<file path="config.mk">
export PLATFORM = sky130hd
export DESIGN_NAME = shift_serializer
export DESIGN_NICKNAME = d
export VERILOG_FILES = /design/src/rtl/shift_serializer.sv
export SDC_FILE = /design/constraint.sdc
export NUM_CORES = 1
export LEC_CHECK = 0
export BUFFER_PORTS_ARGS = -buffer_cell sky130_fd_sc_hd__buf_2
export CORE_ASPECT_RATIO = 0.5
export CORE_MARGIN = 4
export CORE_UTILIZATION = 45
export DETAILED_ROUTE_END_ITERATION = 12
export PLACE_DENSITY = 0.68
export SYNTH_ARGS = -nofsm -noshare
export SYNTH_HDL_FRONTEND = slang
export SYNTH_SLANG_ARGS = --single-unit
export TNS_END_PERCENT = 10
</file>
<file path="constraint.sdc">
create_clock -name clk -period 1.5 [get_ports clk]
set_input_delay 0.15 -clock clk [delete_from_list [all_inputs] [get_ports clk]]
set_output_delay 0.15 -clock clk [all_outputs]
set_load 0.005 [all_outputs]
</file>
<file path="src/rtl/shift_serializer.sv">
// shift_serializer
// Parallel-to-serial output stage. A single holding register lets the
// producer hand over the next word while the current word is still being
// shifted out. Each frame is DATA_WIDTH consecutive valid bits, marked by
// frame_start on the first bit and frame_done on the last bit. GAP_CYCLES
// idle cycles can be forced between frames. Every serial output is a
// registered flop.
module shift_serializer #(
    parameter int DATA_WIDTH = 8,
    parameter int GAP_CYCLES = 0
) (
    input  logic                  clk,
    input  logic                  reset,
    input  logic [DATA_WIDTH-1:0] in_data,
    input  logic                  in_valid,
    output logic                  in_ready,
    input  logic                  msb_first,
    output logic                  ser_out,
    output logic                  ser_valid,
    output logic                  frame_start,
    output logic                  frame_done
);

    localparam int CNT_W = (DATA_WIDTH > 1) ? $clog2(DATA_WIDTH) : 1;
    localparam logic [CNT_W-1:0] BIT_LAST = CNT_W'(DATA_WIDTH - 1);
    localparam logic [3:0] GAP_LAST = (GAP_CYCLES > 0) ? 4'(GAP_CYCLES - 1) : 4'd0;

    typedef enum logic [1:0] {
        IDLE  = 2'd0,
        SHIFT = 2'd1,
        GAP   = 2'd2
    } state_t;

    state_t state, state_next;

    // Holding register: the word waiting for the serial line.
    logic [DATA_WIDTH-1:0] hold_data;
    logic                  hold_msb;
    logic                  hold_full;

    // Shifter: the word currently on the serial line.
    logic [DATA_WIDTH-1:0] shift_data;
    logic                  shift_msb;
    logic [CNT_W-1:0]      bit_cnt;
    logic [3:0]            gap_cnt;

    // Control decoded by the state machine for the current cycle.
    logic load_shift;
    logic bit_inc;
    logic gap_clr;
    logic gap_inc;
    logic emit;
    logic accept;
    logic bit_sel;

    // The holding register is free whenever it is empty and reset is low.
    assign in_ready = ~hold_full & ~reset;
    assign accept   = in_valid & in_ready;

    // Bit presented this cycle: index bit_cnt from the LSB or from the MSB.
    assign bit_sel = shift_msb ? shift_data[BIT_LAST - bit_cnt]
                               : shift_data[bit_cnt];

    // State register.
    // NOTE: sequential state uses non-blocking assignments so every flop
    // samples the pre-edge value of the others, independent of block order.
    always_ff @(posedge clk or posedge reset) begin
        if (reset) begin
            state <= IDLE;
        end else begin
            state <= state_next;
        end
    end

    // Next-state and per-cycle control decode.
    // NOTE: every signal written here gets a default first; a path that
    // leaves one unassigned would infer a latch.
    always_comb begin
        state_next = state;
        load_shift = 1'b0;
        bit_inc    = 1'b0;
        gap_clr    = 1'b0;
        gap_inc    = 1'b0;
        emit       = 1'b0;
        case (state)
            IDLE: begin
                if (hold_full) begin
                    load_shift = 1'b1;
                    state_next = SHIFT;
                end
            end
            SHIFT: begin
                emit = 1'b1;
                if (bit_cnt == BIT_LAST) begin
                    if (GAP_CYCLES > 0) begin
                        gap_clr    = 1'b1;
                        state_next = GAP;
                    end else if (hold_full) begin
                        // Back-to-back: next frame follows with no idle cycle.
                        load_shift = 1'b1;
                        state_next = SHIFT;
                    end else begin
                        state_next = IDLE;
                    end
                end else begin
                    bit_inc = 1'b1;
                end
            end
            GAP: begin
                if (gap_cnt == GAP_LAST) begin
                    if (hold_full) begin
                        load_shift = 1'b1;
                        state_next = SHIFT;
                    end else begin
                        state_next = IDLE;
                    end
                end else begin
                    gap_inc = 1'b1;
                end
            end
            default: begin
                state_next = IDLE;
            end
        endcase
    end

    // Holding register: filled on a handshake, emptied on transfer to the
    // shifter. The two never coincide because in_ready is low while full.
    always_ff @(posedge clk or posedge reset) begin
        if (reset) begin
            hold_full <= 1'b0;
            hold_data <= '0;
            hold_msb  <= 1'b0;
        end else if (accept) begin
            hold_full <= 1'b1;
            hold_data <= in_data;
            hold_msb  <= msb_first;
        end else if (load_shift) begin
            hold_full <= 1'b0;
        end
    end

    // Shifter word and bit order, reloaded from the holding register.
    always_ff @(posedge clk or posedge reset) begin
        if (reset) begin
            shift_data <= '0;
            shift_msb  <= 1'b0;
        end else if (load_shift) begin
            shift_data <= hold_data;
            shift_msb  <= hold_msb;
        end
    end

    // Bit counter: restarts on each load, steps once per emitted bit.
    always_ff @(posedge clk or posedge reset) begin
        if (reset) begin
            bit_cnt <= '0;
        end else if (load_shift) begin
            bit_cnt <= '0;
        end else if (bit_inc) begin
            bit_cnt <= bit_cnt + 1'b1;
        end
    end

    // Gap counter: counts forced idle cycles between frames.
    always_ff @(posedge clk or posedge reset) begin
        if (reset) begin
            gap_cnt <= '0;
        end else if (gap_clr) begin
            gap_cnt <= '0;
        end else if (gap_inc) begin
            gap_cnt <= gap_cnt + 4'd1;
        end
    end

    // Registered serial outputs; data and markers are forced low when idle.
    always_ff @(posedge clk or posedge reset) begin
        if (reset) begin
            ser_out     <= 1'b0;
            ser_valid   <= 1'b0;
            frame_start <= 1'b0;
            frame_done  <= 1'b0;
        end else begin
            ser_out     <= emit & bit_sel;
            ser_valid   <= emit;
            frame_start <= emit & (bit_cnt == '0);
            frame_done  <= emit & (bit_cnt == BIT_LAST);
        end
    end

endmodule
</file>
# [Word-level counts from Yosys, hierarchy flattened]
# Index checks and enable logic that the tools add are counted.
# W data, S select, Z words.
[op_classes] n_bitwise=7 n_reduce_logical=6 shifts=0 eq_ne=6 multipliers=0 magnitude_cmp=2 mux=23 addsub=3 div=0
[ops] op="$mux W1" count=14
[ops] op="$lt A3 B4 Y1 const B" count=2
[ops] op="$bmux W1 S3" count=2
[ops] op="$mux W2" count=3
[ops] op="$mux W3" count=2
[ops] op="$ne A2 B2 Y1 const B" count=3
[ops] op="$pmux W2 S3" count=1
[ops] op="$and A1 B1 Y1" count=5
[ops] op="$add A4 B1 Y4 const B" count=1
[ops] op="$logic_not A4 Y1" count=1
[ops] op="$reduce_bool A2 Y1" count=2
[ops] op="$add A3 B1 Y3 const B" count=1
[ops] op="$eq A3 B3 Y1 const B" count=1
[ops] op="$logic_not A3 Y1" count=1
[ops] op="$pmux W1 S3" count=1
[ops] op="$reduce_and A3 Y1" count=1
[ops] op="$sub A3 B3 Y3 const A" count=1
[ops] op="$eq A2 B1 Y1 const B" count=1
[ops] op="$eq A2 B2 Y1 const B" count=1
[ops] op="$logic_not A2 Y1" count=1
[ops] op="$not A1 Y1" count=2
[totals] out_inout_bits=5 latch_bits=0 register_bits=32 ram_bits=0 mem_bits_ro=0 memories=0 word_cells=59 input_bits=12

# [Logic depth before layout (Yosys ltp)]
# Gate-level depths: netlist of the first run.
[depth] ltp_word=5 depth_mapped=7 mapped_depth_nobuf=6

# [Worst setup path after synthesis of the first run]
# Ideal clock, no wire load.
[synth_timing] kind="flip-flop to flip-flop" startpoint="reg bit_cnt[1]" endpoint="reg shift_data[0]" path_stages_with_launch=8 setup_ns=0.117 path_slack_ns=-0.029 n_path_buf=1 arrival_time_ns=1.412 synth_period_minus_slack_ns=1.529 required_time_ns=1.383 path_cell_list="dfrtp_1 -> ha_1 -> ha_1 -> nand2b_1 -> and2_1 -> buf_2 -> nand2_1 -> nand2_1"
[synth_via] elab_chain_len=3
[synth_lines] element="start: declaration" line_no="44" source="logic [CNT_W-1:0] bit_cnt;"
[synth_lines] element="start signal: assignment" line_no="161" source="bit_cnt <= bit_cnt + 1'b1;"
[synth_lines] element="$eq A3 B3 Y1" line_no="94" source="if (bit_cnt == BIT_LAST) begin"
[synth_lines] element="$mux W1" line_no="94"
[synth_lines] element="$pmux W1 S3" line_no="85" source="case (state)"
[synth_lines] element="end signal: assignment" line_no="149" source="shift_data <= hold_data;"
[synth_lines] element="end: declaration" line_no="42" source="logic [DATA_WIDTH-1:0] shift_data;"
# Every way passes these cells.
# A chain may end at the register's enable or synchronous reset.

# [Worst setup path in the final report of the first run]
[layout_timing] startpoint="reg bit_cnt[0]" endpoint="reg ser_out"
[layout_via] elab_chain_len=5 word_cells_on_any_way=7 cone_classes="add/sub (1); mux (5); bitwise (1)"
[layout_lines] element="$sub A3 B3 Y3" line_no="61" source="assign bit_sel = shift_msb ? shift_data[BIT_LAST - bit_cnt]"
[layout_lines] element="$bmux W1 S3" line_no="61"
[layout_lines] element="$mux W1 (implied by the code)" line_no="61"
[layout_lines] element="$mux W1 (*)" line_no="61"
[layout_lines] element="$and A1 B1 Y1 (*)" line_no="184" source="ser_out <= emit & bit_sel;"
[layout_lines] element="end signal: assignment" line_no="184"
[layout_lines] element="end: declaration" line_no="18" source="output logic ser_out,"
# Every way passes the cells marked *; elsewhere a longest branch is shown, timed or not. The select of a mux whose other input is x is not followed.

==> report_table.html, run 1 <==
<table>
<tr><th>Metric</th><th>Value</th></tr>
<tr><th colspan="2">Clock network</th></tr>
<tr><td>Library cell used as clock root buffer</td><td>sky130_fd_sc_hd__clkbuf_8</td></tr>
<tr><td>CTS Buffer Depth</td><td>2</td></tr>
<tr><td>CTS tree</td><td>done</td></tr>
<tr><td>Clock Sinks</td><td>27</td></tr>
<tr><td># H-tree levels</td><td>1</td></tr>
<tr><td>Buffers inserted during post-CTS setup optimization</td><td>0</td></tr>
<tr><td>Total CTS buffers</td><td>3</td></tr>
<tr><td>Clock-pin slew of the registers on the worst-case setup and hold paths</td><td>0.09 ns</td></tr>
<tr><td>Clock latency of the later-clocked register in the worst-skew pair</td><td>0.27 ns</td></tr>
<tr><th colspan="2">Timing</th></tr>
<tr><td>RSZ-0062 raised after global routing</td><td>false</td></tr>
<tr><td>Setup TNS Final</td><td>0 ns</td></tr>
<tr><td>Post-layout minimum cycle time</td><td>1.44 ns</td></tr>
<tr><td>Final setup margin</td><td>0.0553 ns</td></tr>
<tr><td>Final number of setup-violating endpoints</td><td>0</td></tr>
<tr><td>Slew Limit Fails</td><td>0</td></tr>
<tr><td>Count of final hold-check violations</td><td>0</td></tr>
<tr><td>Max-slew headroom at the worst pin</td><td>76.3%</td></tr>
<tr><td>Clock Skews</td><td>0.00399 ns</td></tr>
<tr><td>Period utilization</td><td>96.3%</td></tr>
<tr><td>Actual transition at the worst max-transition pin</td><td>0.352 ns</td></tr>
<tr><td>Highest clock frequency the design can meet</td><td>0.692 GHz</td></tr>
<tr><th colspan="2">Cells and area</th></tr>
<tr><td>Number of antenna repair diodes</td><td>0</td></tr>
<tr><td>Fill cell total of the finished layout</td><td>237</td></tr>
<tr><td>Layout Cell Area excl Fill</td><td>0.00143 mm²</td></tr>
<tr><td>Number of cells in the finished layout apart from fillers</td><td>169</td></tr>
<tr><td>Layout overhead on the synthesized area</td><td>17.7%</td></tr>
<tr><td>Count of nets after finishing</td><td>149</td></tr>
<tr><td>Fraction of layout instances using a drive strength above 1</td><td>33.3%</td></tr>
<tr><th colspan="2">Power and ir drop</th></tr>
<tr><td>Leakage Power</td><td>0.704 nW</td></tr>
<tr><td>Peak supply drop</td><td>0.631 mV</td></tr>
<tr><td>Post-route total power</td><td>2.89 mW</td></tr>
<tr><td>Power Density</td><td>2020 mW/mm²</td></tr>
<tr><th colspan="2">Global route</th></tr>
<tr><td>Aggregate global routing overflow</td><td>0</td></tr>
<tr><td>Number of global-route vias before repair</td><td>735</td></tr>
<tr><td>Largest net degree at the start of global routing</td><td>28</td></tr>
<tr><td>Total track usage</td><td>11.9%</td></tr>
<tr><td>Initial antenna violation count</td><td>0</td></tr>
<tr><td>Global-route wire length before repair</td><td>3240 µm</td></tr>
<tr><th colspan="2">Detailed routing</th></tr>
<tr><td>Number of antenna-violating nets in the routed design</td><td>0</td></tr>
<tr><td>DRC violation count after routing</td><td>0</td></tr>
<tr><td>Total number of vias</td><td>812</td></tr>
<tr><td>Detailed-routing iteration count for the pre-antenna-repair pass</td><td>4</td></tr>
<tr><td>Average detailed-routed wire length per instance</td><td>12.2 µm</td></tr>
<tr><td>Routed wire length</td><td>2060 µm</td></tr>
<tr><td>Iter 0 DRT Violations</td><td>48</td></tr>
<tr><td>Via density per instance</td><td>4.80</td></tr>
<tr><th colspan="2">Worst setup path</th></tr>
<tr><td>Worst-case reg-to-reg path depth</td><td>5</td></tr>
<tr><td>Crit. Startpoint</td><td>bit_cnt[0]$_DFFE_PP0P_</td></tr>
<tr><td>Sort of element at the start of the critical path</td><td>flip-flop</td></tr>
<tr><td>Required time at the endpoint of the critical path</td><td>1.66 ns</td></tr>
<tr><td>Data arrival time of the critical path</td><td>1.60 ns</td></tr>
<tr><td>Startpoint of the worst register-to-register path</td><td>bit_cnt[0]$_DFFE_PP0P_</td></tr>
<tr><td>Highest net fanout along the worst path</td><td>6</td></tr>
<tr><td>Kind of critical path</td><td>reg -&gt; reg</td></tr>
<tr><td>Sort of element at the end of the critical path</td><td>flip-flop</td></tr>
<tr><td>Reg-to-reg setup timing slack</td><td>0.06 ns</td></tr>
<tr><td>Crit path to</td><td>ser_out$_DFF_PP0_</td></tr>
<tr><td>Reg-to-Reg End</td><td>ser_out$_DFF_PP0_</td></tr>
<tr><th colspan="2">Run</th></tr>
<tr><td>Max Cap Violations</td><td>0</td></tr>
<tr><th colspan="2">Placement</th></tr>
<tr><td>Number of input and output port buffers inserted</td><td>16</td></tr>
<tr><td>Worst slack after detailed placement</td><td>-0.0203 ns</td></tr>
<tr><td>Inst Count DP</td><td>163</td></tr>
<tr><td>Final HPWL DP</td><td>1440 µm</td></tr>
<tr><td>Dpl cell area</td><td>0.00135 mm²</td></tr>
<tr><td>Final RePlAce weighted congestion</td><td>0.790</td></tr>
<tr><th colspan="2">Yosys</th></tr>
<tr><td>Yosys cell types</td><td>22</td></tr>
<tr><td>Yosys top cell by area</td><td>sky130_fd_sc_hd__dfrtp_1</td></tr>
<tr><td>YS warnings</td><td>0</td></tr>
<tr><td>Leading register cell type out of synthesis</td><td>sky130_fd_sc_hd__dfrtp_1</td></tr>
<tr><td>Syn Nets</td><td>125</td></tr>
<tr><td>Count leader, synth</td><td>sky130_fd_sc_hd__nand2_1</td></tr>
<tr><td>Number of synthesized flops with an enable pin</td><td>0</td></tr>
<tr><td>Top post-synthesis cells by area</td><td>sky130_fd_sc_hd__dfrtp_1 55%, sky130_fd_sc_hd__nand2_1 10%, sky130_fd_sc_hd__mux2_2 9.2%</td></tr>
<tr><td>Post-synthesis average cell area</td><td>11.2 µm²</td></tr>
<tr><td>Post-synthesis instance area</td><td>0.00122 mm²</td></tr>
<tr><td>Sequential cell area fraction in the yosys report</td><td>55.4%</td></tr>
<tr><td>Post-synth top cells</td><td>34 x sky130_fd_sc_hd__nand2_1, 27 x sky130_fd_sc_hd__dfrtp_1, 10 x sky130_fd_sc_hd__mux2_2, 4 x sky130_fd_sc_hd__ha_1, 4 x sky130_fd_sc_hd__inv_1</td></tr>
<tr><td>Post-Synthesis Cells</td><td>109</td></tr>
<tr><td>Area share of the largest cell type after synthesis</td><td>55.4%</td></tr>
<tr><td>Synthesized flop and latch total</td><td>27</td></tr>
<tr><td>Ys async rst share</td><td>100%</td></tr>
<tr><th colspan="2">Floorplanning</th></tr>
<tr><td>Starting density of the core</td><td>47.1%</td></tr>
<tr><td>Core area</td><td>0.00259 mm²</td></tr>
<tr><td>Die boundary height</td><td>44.8 µm</td></tr>
<tr><td>Die outline width</td><td>81.6 µm</td></tr>
<tr><td>I/O pins</td><td>17</td></tr>
<tr><td>Total Die Area</td><td>0.00366 mm²</td></tr>
<tr><td>Number of rows in the core area</td><td>13</td></tr>
<tr><th colspan="2">Run status</th></tr>
<tr><td>Outcome</td><td>finished, final reports clean</td></tr>
<tr><th colspan="2">Worst hold path</th></tr>
<tr><td>Hold/Removal Path Class</td><td>in -&gt; reg</td></tr>
</table>
[critical path: stages (launching register included)]
cell and delay [ns]:
sky130_fd_sc_hd__dfrtp_1 0.40, sky130_fd_sc_hd__buf_4 0.17, sky130_fd_sc_hd__mux2_4 0.29, sky130_fd_sc_hd__or3_1 0.30, sky130_fd_sc_hd__o2111ai_1 0.08, sky130_fd_sc_hd__o21ai_1 0.08
[cells in the final DEF (no fill, tap or decap), types with 2 or more instances in the layout]
| master | Yosys | final |
|---|---|---|
| sky130_fd_sc_hd__a21oi_1 | 2 | 2 |
| sky130_fd_sc_hd__and2_1 | 3 | 2 |
| sky130_fd_sc_hd__and2_4 | 0 | 2 |
| sky130_fd_sc_hd__buf_2 | 2 | 16 |
| sky130_fd_sc_hd__buf_4 | 0 | 5 |
| sky130_fd_sc_hd__clkbuf_8 | 0 | 3 |
| sky130_fd_sc_hd__dfrtp_1 | 27 | 26 |
| sky130_fd_sc_hd__ha_1 | 4 | 3 |
| sky130_fd_sc_hd__inv_1 | 4 | 4 |
| sky130_fd_sc_hd__mux2_2 | 10 | 10 |
| sky130_fd_sc_hd__mux2i_1 | 2 | 2 |
| sky130_fd_sc_hd__mux4_2 | 2 | 2 |
| sky130_fd_sc_hd__nand2_1 | 34 | 33 |
| sky130_fd_sc_hd__nand3_1 | 2 | 2 |
| sky130_fd_sc_hd__nor2_1 | 3 | 3 |
| sky130_fd_sc_hd__nor2b_1 | 2 | 2 |
| sky130_fd_sc_hd__o21ai_1 | 2 | 2 |
[metrics by stage]
step	hold slack [ns]	util, %
floorplan	0.203	-
global placement	0.233	52.3
detailed placement	0.238	52.3
CTS	0.0940	54.7
global route	0.0912	55.4
finish	0.101	55.4
[power by group]
part	internal [mW]	total, mW	switching (mW)
Sequential	1.07	1.31	0.238
Clock	0.188	0.415	0.226
Combinational	0.624	1.16	0.541
[layout make-up]
cell class	count	area, µm²	share of cell area, %
clock buffer	3	41.3	2.88
multi-input combinational	75	519	36.2
sequential	27	677	47.2
clock inverter	1	7.51	0.524
inverter	4	15.0	1.05
timing repair buffer	22	128	8.90
tap	37	46.3	3.23
[layer usage]
layer,global-route usage [%],vias to the layer above,share of wire (%)
li1,-,404,-
met3,4.98,4,4.5
met1,15.4,383,49
met4,1.99,0,1.0
met2,19.4,21,45
met5,0,-,0
[cell families after synthesis]
family / share of synthesized area, %
buffers and inverters: 3.90
xor gates and xnor gates: 0.719
AOI/OAI and AO/OA: 3.70
muxes: 15.8
adders and majority gates: 4.11
and+or+nand+nor: 16.3
DFF: 55.4
[worst min-delay path by stage]
stage | startpoint | end | cells past startpoint
after floorplan | reset | bit_cnt[0]$_DFFE_PP0P_ | 1
after global placement | reset | hold_msb$_DFFE_PP0P_ | 3
after detailed placement | reset | hold_full$_DFFE_PP0P_ | 3
after CTS | in_data[0] | hold_data[0]$_DFFE_PP0P_ | 2
after global routing | in_data[1] | hold_data[1]$_DFFE_PP0P_ | 2
final | in_data[0] | hold_data[0]$_DFFE_PP0P_ | 2
[state kept, by name, summed over array words and instances (netlist names)]
name,cells
hold_data,8
shift_data,8
bit_cnt,3
frame_done,1
frame_start,1
hold_full,1
hold_msb,1
ser_out,1
ser_valid,1
shift_msb,1
state,1
[repair_timing]
item                                    in CTS  in global routing
endpoints found under the setup margin      11                 12
hold buffers                                 1                  0
endpoints found under the hold margin       27                  0
gates resized for setup                      1                  5
gates cloned                                 0                  1
(Power assumes the default switching activity.)
==> run 2, diff against run 1 <==
PLACE_DENSITY = 0.73   (was 0.68)
==> run 2 against run 1 <==
Compared with the run above:
- clock skew shrank 0.0019 ns
- largest cell class unchanged
- register-to-register slack is essentially flat
- largest power group unchanged
- count of clock-buffer cells in the layout is the same
- clock power grew 1%
- first-iteration DRC count shrank 25%
==> report_table.html, run 2 (synthesis gave the netlist of run 1 again) <==
<table>
<tr><th>Metric</th><th>Value</th></tr>
<tr><th colspan="2">Run status</th></tr>
<tr><td>Outcome</td><td>finished, final reports clean</td></tr>
<tr><th colspan="2">Clock network</th></tr>
<tr><td>Library cell used as clock root buffer</td><td>sky130_fd_sc_hd__clkbuf_8</td></tr>
<tr><td>Total CTS buffers</td><td>3 (unchanged)</td></tr>
<tr><td>Clock-pin slew of the registers on the worst-case setup and hold paths</td><td>0.09 ns (about the same)</td></tr>
<tr><td>CTS Buffer Depth</td><td>2 (unchanged)</td></tr>
<tr><td>Clock Sinks</td><td>27 (unchanged)</td></tr>
<tr><td># H-tree levels</td><td>1 (unchanged)</td></tr>
<tr><td>Buffers inserted during post-CTS setup optimization</td><td>0 (unchanged)</td></tr>
<tr><td>Clock latency of the later-clocked register in the worst-skew pair</td><td>0.27 ns (about the same)</td></tr>
<tr><td>CTS tree</td><td>done</td></tr>
<tr><th colspan="2">Placement</th></tr>
<tr><td>Final HPWL DP</td><td>1560 µm (+8.0%)</td></tr>
<tr><td>Final RePlAce weighted congestion</td><td>0.793 (+0.38%)</td></tr>
<tr><td>Dpl cell area</td><td>0.00135 mm² (unchanged)</td></tr>
<tr><td>Number of input and output port buffers inserted</td><td>16 (unchanged)</td></tr>
<tr><td>Inst Count DP</td><td>163 (unchanged)</td></tr>
<tr><th colspan="2">Timing</th></tr>
<tr><td>Max-slew headroom at the worst pin</td><td>79.0% (+2.8 points)</td></tr>
<tr><td>Period utilization</td><td>97.3% (+0.98 points)</td></tr>
<tr><td>Count of final hold-check violations</td><td>0 (unchanged)</td></tr>
<tr><td>Post-layout minimum cycle time</td><td>1.46 ns (+0.0147 ns)</td></tr>
<tr><td>RSZ-0062 raised after global routing</td><td>true</td></tr>
<tr><td>Final number of setup-violating endpoints</td><td>0 (unchanged)</td></tr>
<tr><td>Highest clock frequency the design can meet</td><td>0.685 GHz (-1.0%)</td></tr>
<tr><td>Slew Limit Fails</td><td>0 (unchanged)</td></tr>
<tr><td>Clock Skews</td><td>0.00211 ns (-0.00188 ns)</td></tr>
<tr><td>Actual transition at the worst max-transition pin</td><td>0.311 ns (-0.0412 ns)</td></tr>
<tr><td>Setup TNS Final</td><td>0 ns (unchanged)</td></tr>
<tr><th colspan="2">Global route</th></tr>
<tr><td>Global-route wire length before repair</td><td>3570 µm (+10%)</td></tr>
<tr><td>Number of global-route vias before repair</td><td>813 (+11%)</td></tr>
<tr><td>Largest net degree at the start of global routing</td><td>21 (-25%)</td></tr>
<tr><td>Highest-utilization routing layer at the global route stage</td><td>met2</td></tr>
<tr><td>Aggregate global routing overflow</td><td>0 (unchanged)</td></tr>
<tr><td>Total track usage</td><td>12.8% (+0.89 points)</td></tr>
<tr><td>Fraction of met3 tracks used by global routing</td><td>4.58% (-0.40 points)</td></tr>
<tr><td>Initial antenna violation count</td><td>0 (unchanged)</td></tr>
<tr><td>GR met2 Demand/Resource</td><td>20.7% (+1.3 points)</td></tr>
<tr><td>Grt met1 use</td><td>16.7% (+1.3 points)</td></tr>
<tr><th colspan="2">Worst setup path</th></tr>
<tr><td>Required time at the endpoint of the critical path</td><td>1.66 ns (about the same)</td></tr>
<tr><td>Sort of element at the start of the critical path</td><td>flip-flop</td></tr>
<tr><td>Worst Path Buf+Inv</td><td>1 (unchanged)</td></tr>
<tr><td>Sort of element at the end of the critical path</td><td>flip-flop</td></tr>
<tr><td>Cell type of the slowest stage on the worst timing path</td><td>sky130_fd_sc_hd__dfrtp_1</td></tr>
<tr><td>Highest net fanout along the worst path</td><td>6 (unchanged)</td></tr>
<tr><td>Kind of critical path</td><td>reg -&gt; reg</td></tr>
<tr><td>Crit path largest cell delay</td><td>0.40 ns (about the same)</td></tr>
<tr><td>Data arrival time of the critical path</td><td>1.62 ns (+0.02 ns)</td></tr>
<tr><td>Cell-by-cell listing of the critical path</td><td>buf_4, mux2_4, or3_1, o2111ai_1, o21ai_1</td></tr>
<tr><td>Crit-path leading delay family</td><td>flip-flops</td></tr>
<tr><th colspan="2">Cells and area</th></tr>
<tr><td>Count of nets after finishing</td><td>148 (-0.67%)</td></tr>
<tr><td>Fraction of layout instances using a drive strength above 1</td><td>32.1% (-1.3 points)</td></tr>
<tr><td>Number of cells in the finished layout apart from fillers</td><td>168 (-0.59%)</td></tr>
<tr><td>Number of antenna repair diodes</td><td>0 (unchanged)</td></tr>
<tr><td>Most common library cell in the layout ignoring fill and taps</td><td>sky130_fd_sc_hd__nand2_1</td></tr>
<tr><td>Largest registers</td><td>hold_data: 8 flops, shift_data: 8 flops, bit_cnt: 3 flops</td></tr>
<tr><td>Top library cells by usage in the layout, fill and taps aside</td><td>33 x sky130_fd_sc_hd__nand2_1, 26 x sky130_fd_sc_hd__dfrtp_1, 16 x sky130_fd_sc_hd__buf_2</td></tr>
<tr><td>Layout Cell Area excl Fill</td><td>0.00142 mm² (-0.87%)</td></tr>
<tr><td>Layout overhead on the synthesized area</td><td>16.6%</td></tr>
<tr><td>Area used by multi-input combinational logic</td><td>503 µm² (-3.1%)</td></tr>
<tr><td>Register cell area after layout</td><td>677 µm² (unchanged)</td></tr>
<tr><td>Fill cell total of the finished layout</td><td>218 (-8.0%)</td></tr>
<tr><th colspan="2">Floorplanning</th></tr>
<tr><td>I/O pins</td><td>17 (unchanged)</td></tr>
<tr><td>Number of rows in the core area</td><td>13 (unchanged)</td></tr>
<tr><td>Die boundary height</td><td>44.8 µm (unchanged)</td></tr>
<tr><td>Die outline width</td><td>81.6 µm (unchanged)</td></tr>
<tr><td>Total Die Area</td><td>0.00366 mm² (unchanged)</td></tr>
<tr><td>Starting density of the core</td><td>47.1% (unchanged)</td></tr>
<tr><td>Core area</td><td>0.00259 mm² (unchanged)</td></tr>
<tr><th colspan="2">Detailed routing</th></tr>
<tr><td>Average detailed-routed wire length per instance</td><td>12.3 µm (+0.50%)</td></tr>
<tr><td>Total number of vias</td><td>820 (+0.99%)</td></tr>
<tr><td>Via density per instance</td><td>4.88 (+1.6%)</td></tr>
<tr><td>Detailed-routing iteration count for the pre-antenna-repair pass</td><td>4 (unchanged)</td></tr>
<tr><td>Routed wire length</td><td>2060 µm (about the same)</td></tr>
<tr><td>Iter 0 DRT Violations</td><td>36 (-25%)</td></tr>
<tr><td>Number of antenna-violating nets in the routed design</td><td>0 (unchanged)</td></tr>
<tr><td>DRC violation count after routing</td><td>0 (unchanged)</td></tr>
<tr><th colspan="2">Worst hold path</th></tr>
<tr><td>Hold/Removal Path Class</td><td>in -&gt; reg</td></tr>
<tr><th colspan="2">Power and ir drop</th></tr>
<tr><td>Power Density</td><td>2010 mW/mm² (-0.10%)</td></tr>
<tr><td>Clock share of power</td><td>14.7% (+0.4 points)</td></tr>
<tr><td>Logic pwr share</td><td>39.5% (-0.8 points)</td></tr>
<tr><td>Part of the power in registers</td><td>45.8% (+0.4 points)</td></tr>
<tr><td>Post-route total power</td><td>2.86 mW (-0.98%)</td></tr>
<tr><td>Leakage Power</td><td>0.698 nW (-0.77%)</td></tr>
<tr><td>Internal power of the cells</td><td>1.86 mW (-1.3%)</td></tr>
<tr><td>Switching power share of the total</td><td>35.0% (+0.24 points)</td></tr>
<tr><td>Peak supply drop</td><td>0.652 mV (+3.3%)</td></tr>
<tr><td>NetSw</td><td>1.00 mW (-0.30%)</td></tr>
<tr><th colspan="2">Run</th></tr>
<tr><td>Max Cap Violations</td><td>0 (unchanged)</td></tr>
</table>
run 2: path summary, 6_finish.rpt:
check | startpoint | endpoint | slack [ns] | cells past startpoint
max | bit_cnt[0]$_DFFE_PP0P_ | ser_out$_DFF_PP0_ | 0.04 | 5
max reg2reg | bit_cnt[0]$_DFFE_PP0P_ | ser_out$_DFF_PP0_ | 0.04 | 5
min | in_data[5] | hold_data[5]$_DFFE_PP0P_ | 0.1 | 2
min in group asynchronous | reset | hold_full$_DFFE_PP0P_ | 0.35 | 3
max in group asynchronous | reset | ser_out$_DFF_PP0_ | 0.60 | 4
min reg2reg | hold_data[4]$_DFFE_PP0P_ | shift_data[4]$_DFFE_PP0P_ | 0.47 | 2
run 2: area by class of cell:
| type | instances | share of cell area (%) |
|---|---|---|
| clock buffers | 3 | 2.90 |
| clock inverters | 1 | 0.528 |
| inverters | 4 | 1.06 |
| multi-input cells | 74 | 35.4 |
| flip-flops and latches | 27 | 47.6 |
| well taps | 37 | 3.26 |
| repair buffers | 22 | 9.24 |
run 2: timing repair:
action / CTS / global route
setup endpoints to repair: 10 / 13
hold buffers: 1 / 0
gates resized for setup: 1 / 3
hold endpoints to repair: 7 / 0
run 2: worst reg2reg max path, cell delays in order (launching register included):
cell                        delay [ns]
sky130_fd_sc_hd__dfrtp_1          0.40
sky130_fd_sc_hd__buf_4            0.17
sky130_fd_sc_hd__mux2_4           0.30
sky130_fd_sc_hd__or3_1            0.31
sky130_fd_sc_hd__o2111ai_1        0.08
sky130_fd_sc_hd__o21ai_1          0.09
run 2: per-stage QoR:
| stage | setup WS, ns | hold WS (ns) | util (%) |
|---|---|---|---|
| floorplan | 0.0157 | 0.203 | - |
| global placement | 0.0117 | 0.110 | 52.3 |
| detailed placement | -0.0251 | 0.113 | 52.3 |
| CTS | 0.0187 | 0.0901 | 54.7 |
| global route | -0.0226 | 0.0898 | 55.0 |
| finish | 0.0406 | 0.0962 | 55.0 |
run 2: power by group through the flow:
stage	logic [mW]	registers (mW)	clock network [mW]
finish	1.13	1.31	0.421
global route	1.28	1.35	0.470
CTS	1.13	1.31	0.433
detailed placement	1.12	1.32	0
global placement	1.09	1.31	0
floorplan	0.900	1.27	0
run 2: layer usage:
metal  vias to the layer above  routed length (µm)  part of all wire [%]
met5                         -                   0                     0
met4                         0                  10                  0.49
met3                         2                  91                   4.4
met2                        16                 887                    43
met1                       394                1070                    52
li1                        408                   -                     -
